$ cat config.mk
export PLATFORM = sky130hd
export DESIGN_NAME = mem_port_arbiter
export DESIGN_NICKNAME = d
export VERILOG_FILES = /design/src/rtl/mem_port_arbiter.sv
export SDC_FILE = /design/constraint.sdc
export NUM_CORES = 1
export LEC_CHECK = 0
export CAP_MARGIN = 5
export CORE_AREA = 2 2 126 128
export CTS_CLUSTER_DIAMETER = 30
export DETAILED_ROUTE_END_ITERATION = 8
export DIE_AREA = 0 0 128 130
export GPL_ROUTABILITY_DRIVEN = 0
export PLACE_DENSITY = 0.74
export SLEW_MARGIN = 40
export SYNTH_ARGS = -nofsm -noshare
export SYNTH_HDL_FRONTEND = slang
export SYNTH_SLANG_ARGS = --single-unit
export TNS_END_PERCENT = 20
$ cat constraint.sdc
create_clock -name clk -period 1.71 [get_ports clk]
set_input_delay 0.171 -clock clk [delete_from_list [all_inputs] [get_ports clk]]
set_output_delay 0.171 -clock clk [all_outputs]
set_load 0.005 [all_outputs]
$ cat src/rtl/mem_port_arbiter.sv
// mem_port_arbiter
// Shares the single unified instruction/data memory of the multi-cycle core
// between two requesters: port 0 is the core access path, port 1 is the
// debug/loader port. The arbiter owns every memory control pin and returns
// a one-cycle done pulse to the port whose access completed.
//
// Build option: define ARB_FIXED_PRIO_EN to make the core win every tie
// (fixed priority). Without it, ties are resolved round-robin.
module mem_port_arbiter #(
  parameter int DW      = 32,
  parameter int AW      = 32,
  parameter int MEM_LAT = 1
) (
  input  logic          clk,
  input  logic          rst,
  input  logic          core_req,
  input  logic          core_we,
  input  logic [AW-1:0] core_addr,
  input  logic [DW-1:0] core_wdata,
  output logic          core_done,
  input  logic          dbg_req,
  input  logic          dbg_we,
  input  logic [AW-1:0] dbg_addr,
  input  logic [DW-1:0] dbg_wdata,
  output logic          dbg_done,
  output logic [DW-1:0] rdata,
  output logic          busy,
  output logic          owner,
  output logic [AW-1:0] mem_address,
  output logic [DW-1:0] mem_write_data,
  output logic          mem_read,
  output logic          mem_write,
  input  logic [DW-1:0] mem_read_data
);

  // MEM_LAT is at most 15, so the remaining-cycles counter fits in 4 bits.
  localparam int            CW       = 4;
  localparam logic [CW-1:0] LAT_LOAD = CW'(MEM_LAT - 1);

  typedef enum logic [1:0] {
    ST_IDLE   = 2'd0,
    ST_ACCESS = 2'd1,
    ST_RESP   = 2'd2
  } state_t;

  state_t        state_r;
  logic [CW-1:0] lat_cnt_r;
  logic          last_grant_r;
  logic          owner_r;
  logic          we_r;
  logic [AW-1:0] addr_r;
  logic [DW-1:0] wdata_r;
  logic [DW-1:0] rdata_r;
  logic          busy_r;
  logic          core_done_r;
  logic          dbg_done_r;
  logic          mem_read_r;
  logic          mem_write_r;

  logic          grant_valid_s;
  logic          grant_port_s;
  logic          grant_we_s;
  logic [AW-1:0] grant_addr_s;
  logic [DW-1:0] grant_wdata_s;

  // Decide which port would be granted if the arbiter is idle this cycle
  always_comb begin
    grant_valid_s = core_req | dbg_req;
    grant_port_s  = 1'b0;
    if (core_req && dbg_req) begin
`ifdef ARB_FIXED_PRIO_EN
      grant_port_s = 1'b0;
`else
      grant_port_s = ~last_grant_r;
`endif
    end else if (dbg_req) begin
      grant_port_s = 1'b1;
    end else begin
      grant_port_s = 1'b0;
    end
  end

  // Select the payload of the winning port for latching at grant time
  always_comb begin
    grant_we_s    = 1'b0;
    grant_addr_s  = {AW{1'b0}};
    grant_wdata_s = {DW{1'b0}};
    if (grant_port_s) begin
      grant_we_s    = dbg_we;
      grant_addr_s  = dbg_addr;
      grant_wdata_s = dbg_wdata;
    end else begin
      grant_we_s    = core_we;
      grant_addr_s  = core_addr;
      grant_wdata_s = core_wdata;
    end
  end

  // Access sequencer: grant, drive memory for MEM_LAT cycles, respond once
  always_ff @(posedge clk) begin
    if (rst) begin
      state_r      <= ST_IDLE;
      lat_cnt_r    <= {CW{1'b0}};
      last_grant_r <= 1'b1;
      owner_r      <= 1'b0;
      we_r         <= 1'b0;
      addr_r       <= {AW{1'b0}};
      wdata_r      <= {DW{1'b0}};
      rdata_r      <= {DW{1'b0}};
      busy_r       <= 1'b0;
      core_done_r  <= 1'b0;
      dbg_done_r   <= 1'b0;
      mem_read_r   <= 1'b0;
      mem_write_r  <= 1'b0;
    end else begin
      case (state_r)
        ST_IDLE: begin
          core_done_r <= 1'b0;
          dbg_done_r  <= 1'b0;
          if (grant_valid_s) begin
            state_r      <= ST_ACCESS;
            lat_cnt_r    <= LAT_LOAD;
            last_grant_r <= grant_port_s;
            owner_r      <= grant_port_s;
            we_r         <= grant_we_s;
            addr_r       <= grant_addr_s;
            wdata_r      <= grant_wdata_s;
            busy_r       <= 1'b1;
            mem_read_r   <= ~grant_we_s;
            mem_write_r  <= grant_we_s;
          end else begin
            busy_r      <= 1'b0;
            mem_read_r  <= 1'b0;
            mem_write_r <= 1'b0;
          end
        end
        ST_ACCESS: begin
          // The write strobe lasts only the first access cycle.
          mem_write_r <= 1'b0;
          if (lat_cnt_r == {CW{1'b0}}) begin
            if (!we_r) begin
              rdata_r <= mem_read_data;
            end else begin
              rdata_r <= rdata_r;
            end
            mem_read_r  <= 1'b0;
            core_done_r <= ~owner_r;
            dbg_done_r  <= owner_r;
            state_r     <= ST_RESP;
          end else begin
            lat_cnt_r <= lat_cnt_r - 4'd1;
          end
        end
        ST_RESP: begin
          core_done_r <= 1'b0;
          dbg_done_r  <= 1'b0;
          busy_r      <= 1'b0;
          state_r     <= ST_IDLE;
        end
        default: begin
          state_r     <= ST_IDLE;
          busy_r      <= 1'b0;
          core_done_r <= 1'b0;
          dbg_done_r  <= 1'b0;
          mem_read_r  <= 1'b0;
          mem_write_r <= 1'b0;
        end
      endcase
    end
  end

  assign core_done      = core_done_r;
  assign dbg_done       = dbg_done_r;
  assign rdata          = rdata_r;
  assign busy           = busy_r;
  assign owner          = owner_r;
  assign mem_address    = addr_r;
  assign mem_write_data = wdata_r;
  assign mem_read       = mem_read_r;
  // A reset arriving in the first access cycle must keep memory untouched.
  assign mem_write      = mem_write_r & ~rst;

endmodule

# Yosys cells after proc, flatten, opt, wreduce, memory -nomap -nowiden
# Index checks and enable logic that the tools add are counted.
word_totals:
  reg_bits: 110
  input_bits: 166
  output_inout_bits: 102
op_classes:
  addsub: 1
  eq_ne: 5
  muxes: 18
  bitwise_logic: 9
  n_reduce_logical: 10
op_table:
  columns: ["operator", "count"]
  rows:
  - ["$mux W32", 2]
  - ["$mux W4", 2]
  - ["$pmux W4 S2", 1]
  - ["$mux W1", 7]
  - ["$not A1 Y1", 7]
  - ["$ne A2 B2 Y1 const B", 3]
  - ["$reduce_and A2 Y1", 3]
  - ["$reduce_and A3 Y1", 2]
  - ["$logic_not A4 Y1", 1]
  - ["$mux W2", 2]
  - ["$pmux W1 S2", 2]
  - ["$pmux W2 S2", 1]
  - ["$sub A4 B1 Y4 const B", 1]
  - ["$pmux W1 S3", 1]
  - ["$eq A2 B1 Y1 const B", 1]
  - ["$eq A2 B2 Y1 const B", 1]
  - ["$logic_not A2 Y1", 1]
  - ["$reduce_bool A2 Y1", 1]
  - ["$reduce_or A2 Y1", 1]
  - ["$and A1 B1 Y1", 1]
  - ["$logic_and A1 B1 Y1", 1]
  - ["$or A1 B1 Y1", 1]

# Longest topological paths before layout
logic_depth:
  depth_word: 6
  ltp_mapped: 7

# Worst setup path before layout
# No wires, ideal clock.
synth_path:
  kind: "register -> register"
  from: "reg lat_cnt_r[0]"
  to: "reg rdata_r[23], in the netlist rdata[23]"
  arrival_time_ns: 1.407
  t_required_ns: 1.578
  slack_ns: 0.171
  path_stages_with_launch: 8
  path_buffers: 2
  synth_period_minus_slack_ns: 1.539
  cell_sequence: "dfxtp_1 -> inv_1 -> ha_1 -> or3b_1 -> buf_6 -> buf_1 -> o21ai_1 -> a21oi_1"
synth_between:
  elab_chain_len: 2
synth_lines:
  columns: ["element", "line_no", "source"]
  rows:
  - ["from (decl)", "47", "logic [CW-1:0] lat_cnt_r;"]
  - ["from (signal assigned)", "103", "lat_cnt_r <= {CW{1'b0}};"]
  - ["from (signal assigned)", "151", "lat_cnt_r <= lat_cnt_r - 4'd1;"]
  - ["$logic_not A4 Y1", "140", "if (lat_cnt_r == {CW{1'b0}}) begin"]
  - ["$reduce_and A3 Y1 (no source line)", null, null]
  - ["to (signal assigned)", "109", "rdata_r <= {DW{1'b0}};"]
  - ["to (signal assigned)", "142", "rdata_r <= mem_read_data;"]
  - ["to (signal assigned)", "144", "rdata_r <= rdata_r;"]
  - ["to (decl)", "53", "logic [DW-1:0] rdata_r;"]
# No other way between the ends.
# A chain may end at the register's enable or synchronous reset.

# Worst setup path after layout
layout_path:
  from: "in rst"
  to: "out mem_write"
layout_between:
  elab_chain_len: 2
layout_lines:
  columns: ["element", "line_no", "source"]
  rows:
  - ["from (decl)", "15", "input logic rst,"]
  - ["$not A1 Y1", "181", "assign mem_write = mem_write_r & ~rst;"]
  - ["$and A1 B1 Y1", "181", null]
  - ["to (decl)", "32", "output logic mem_write,"]
# No other way between the ends.

==> impl_results.md <==
- Fillers: ~1400
- PD cells: 848 mW/mm^2
- Routed Antenna Nets: 0
- Final Hold Vio Count: 0
- Met2 Usage GRT: 0.322
- CTS tree: done
- Yosys reg bits: 110
- Routed vias: between 4000 and 5000
- Initial antenna violation count: 0
- Reg2Reg Launch Point: lat_cnt_r[0]
- Status: complete, no violations
- FF-to-FF path depth: 6
- Endpoints failing setup: 0
- Worst Path Max Fanout: 5
- NetSw: 1.62 mW
- Max VDD drop: roughly 0.46 mV
- Slew Limit Fails: 0
- Routed wire length: between 10 and 15 mm
- All-Layer GR Usage: 0.173
- Post-CTS setup buffer count: 0
- Nets: 863
- Final routed DRC violation total: 0
- Met3 GRT Util: 0.0529
- Int Pwr: around 5.0 mW
- Setup TNS: 0 ns
- Vias in the first global route: roughly 4500
- First drt pass iteration count: 4
- RSZ-0062 raised after global routing: false
- Fmax achieved: ~610 MHz
- Num Clock Sinks: 110
- Hold Worst Slack: between 0.3 and 0.4 ns
- Hold Crit Class: primary input to register
- H-tree levels: 3
- Netlist Area Pre-Place: approximately 0.0045 mm^2
- Crit. End Element: output port
- Syn Area/Cell: about 10 um^2
- Static Leak: between 2 and 3 nW
- Chip Height: 130 um
- Root buf cell: clkbuf_16
- Num CTS Buffers: 9
- Layout Cells excl Fill: a little under 900
- Sequential element share of the synthesized area: 0.492
- Post-synth cell types: 35
- Syn Nets: 598
- Setup WS pre-CTS: -0.00770 ns
- Clk pin slew, worst setup/hold paths: 0.07 ns
- Worst Setup Start Kind: primary input
- Fraction of layout cells with a size suffix above 1: 0.0714
- Comb power frac: 0.238
- Initial Utilization: 0.290
- Final Cycle Share: 0.955
- Layout area overhead: 75.1%
- R2R setup slack: around 0.13 ns
- Max Cap Viol: 0
- DR vias/cell: 4.93
- Routing usage on met1: 0.186
- Critical path class: primary input to output port
- R2R Path End: rdata[13]
- Drt wl/cell: about 16 um
- Clock power frac: 0.321
- Critical Path AT: 1.46 ns
- Crit path time final: 1.63 ns
- Core Region: about 0.015 mm^2
- Switching Share: 0.244
- Die area: between 0.015 and 0.02 mm^2
- Syn Inst Count: 430
- Slew headroom: 0.749
- Rows: 46
- DRT iter0 DRCs: slightly above 90
- Worst hold stages: 3
- IO buf count: between 200 and 300
- Global route total overflow: 0
- Hold path startpoint: mem_read_data[23]
- Largest net degree at the start of global routing: 38
- WHS Endpoint: rdata[23]
- CP Data Required Time: about 1.5 ns
- Yosys warning count: 0
- Inst Count DP: 876
- Worst Tran Pin Value: 0.377 ns
- Die width: between 100 and 150 um
- Sequential share of power: 0.442
- CTS Buffer Depth: 2
- Final Worst Setup Slack: between 0.07 and 0.08 ns
- Layout Skew: 0.00501 ns
- Dpl hpwl: around 11 mm
- Clock Latency Late Sink: about 0.35 ns
- First-pass GRT wire length: ~23 mm
- # IOs: between 200 and 300
- Antenna cells: 0
- Busiest grt layer: met2
[worst max-delay path, stage by stage]
cell,delay [ns]
clkdlybuf4s50_1,0.53
nor2_1,0.20
clkdlybuf4s50_1,0.56
[through the flow]
stage,power [mW],instance area (um^2),utilization
floorplan,3.52,4480,-
global placement,4.54,7520,0.488
detailed placement,4.58,7520,0.488
CTS,6.74,7830,0.507
global route,6.96,7840,0.508
finish,6.64,7840,0.508
[routing by layer]
layer,vias up,wire [um]
met1,2062,5620
met4,0,321
li1,2124,-
met3,23,1110
met2,188,7570
met5,-,0
[placed cells by master, fill, tap and decap left out, types with 3 or more instances in the layout]
cell / instances
a21oi_1: 37
buf_12: 10
buf_4: 17
clkbuf_16: 9
clkdlybuf4s50_1: 267
dfxtp_1: 110
inv_1: 5
mux2i_1: 65
nand2_1: 4
nand2b_1: 4
nand3_1: 33
nor2_1: 3
nor2b_1: 3
o21ai_0: 5
o21ai_1: 32
o2bb2ai_1: 65
[power by group through the flow]
stage,Clock [mW],Sequential [mW],Combinational [mW]
after floorplan,0,2.99,0.535
after global placement,0,2.98,1.56
after detailed placement,0,2.98,1.59
after CTS,2.21,2.93,1.60
after global routing,2.30,2.96,1.70
final,2.13,2.93,1.58
[how the worst max path moves through the flow]
stage	startpoint	end	slack, ns	depth (start not counted)
2_1_floorplan	lat_cnt_r[0]	rdata[23]	0.17	7
3_3_place_gp	core_req	mem_write_data[8]	0.02	7
3_5_place_dp	dbg_req	mem_address[20]	-0.008	5
4_1_cts	rst	mem_write	0.06	3
5_1_grt	rst	mem_write	0.03	3
6_report	rst	mem_write	0.08	3
[synthesized netlist by cell type (all sizes together)]
master	count	share of area
dfxtp	110	0.49
mux2i	65	0.15
o2bb2ai	65	0.13
a21oi	39	0.045
o21ai	37	0.041
nand3	33	0.037
buf	28	0.036
clkbuf	12	0.013
inv	5	0.0042
nand2	5	0.0042
nand2b	4	0.0056
nor2	4	0.0039
nor2b	3	0.0042
a221o	2	0.0045
ha	2	0.0056
nor3b	2	0.0045
or3	2	0.0028
or3b	2	0.0039
or4	2	0.0034
a21boi	1	0.0025
a21o	1	0.0017
a22o	1	0.0020
a22oi	1	0.0017
a32o	1	0.0022
nor3	1	0.0022
o32ai	1	0.0020
or2	1	0.0014
[flip-flops by register name, summed over array words and instances (netlist names)]
signal / count
mem_write_r: 1
rdata: 32
mem_address: 32
state_r: 2
dbg_done: 1
busy: 1
mem_write_data: 32
last_grant_r: 1
owner: 1
mem_read: 1
lat_cnt_r: 4
core_done: 1
we_r: 1
[kinds of logic after synthesis]
| family | after synthesis | share of synthesized area |
|---|---|---|
| AND/OR/NAND/NOR | 59 | 0.0730 |
| buffers and inverters | 45 | 0.0537 |
| flip-flops | 110 | 0.492 |
| multiplexers | 65 | 0.145 |
| AO/OA/AOI/OAI | 149 | 0.230 |
| adder cells (fa/ha/maj) | 2 | 0.00559 |
[timing repair]
item                                    in CTS  in global routing
gates resized for setup                      0                  4
endpoints found under the setup margin       0                 16
hold endpoints to repair                     0                  0
hold buffers                                 0                  0
[final cells by class]
| cell class | instances | area [um^2] | area share |
|---|---|---|---|
| Clock buffer | 13 | 260 | 0.0332 |
| Clock inverter | 3 | 42.5 | 0.00543 |
| Inverter | 5 | 18.8 | 0.00240 |
| Multi-Input combinational cell | 275 | 2070 | 0.264 |
| Sequential cell | 110 | 2200 | 0.281 |
| Tap cell | 192 | 240 | 0.0307 |
| Timing Repair Buffer | 294 | 3000 | 0.383 |
Note: power is estimated with default switching activity, not from simulation.
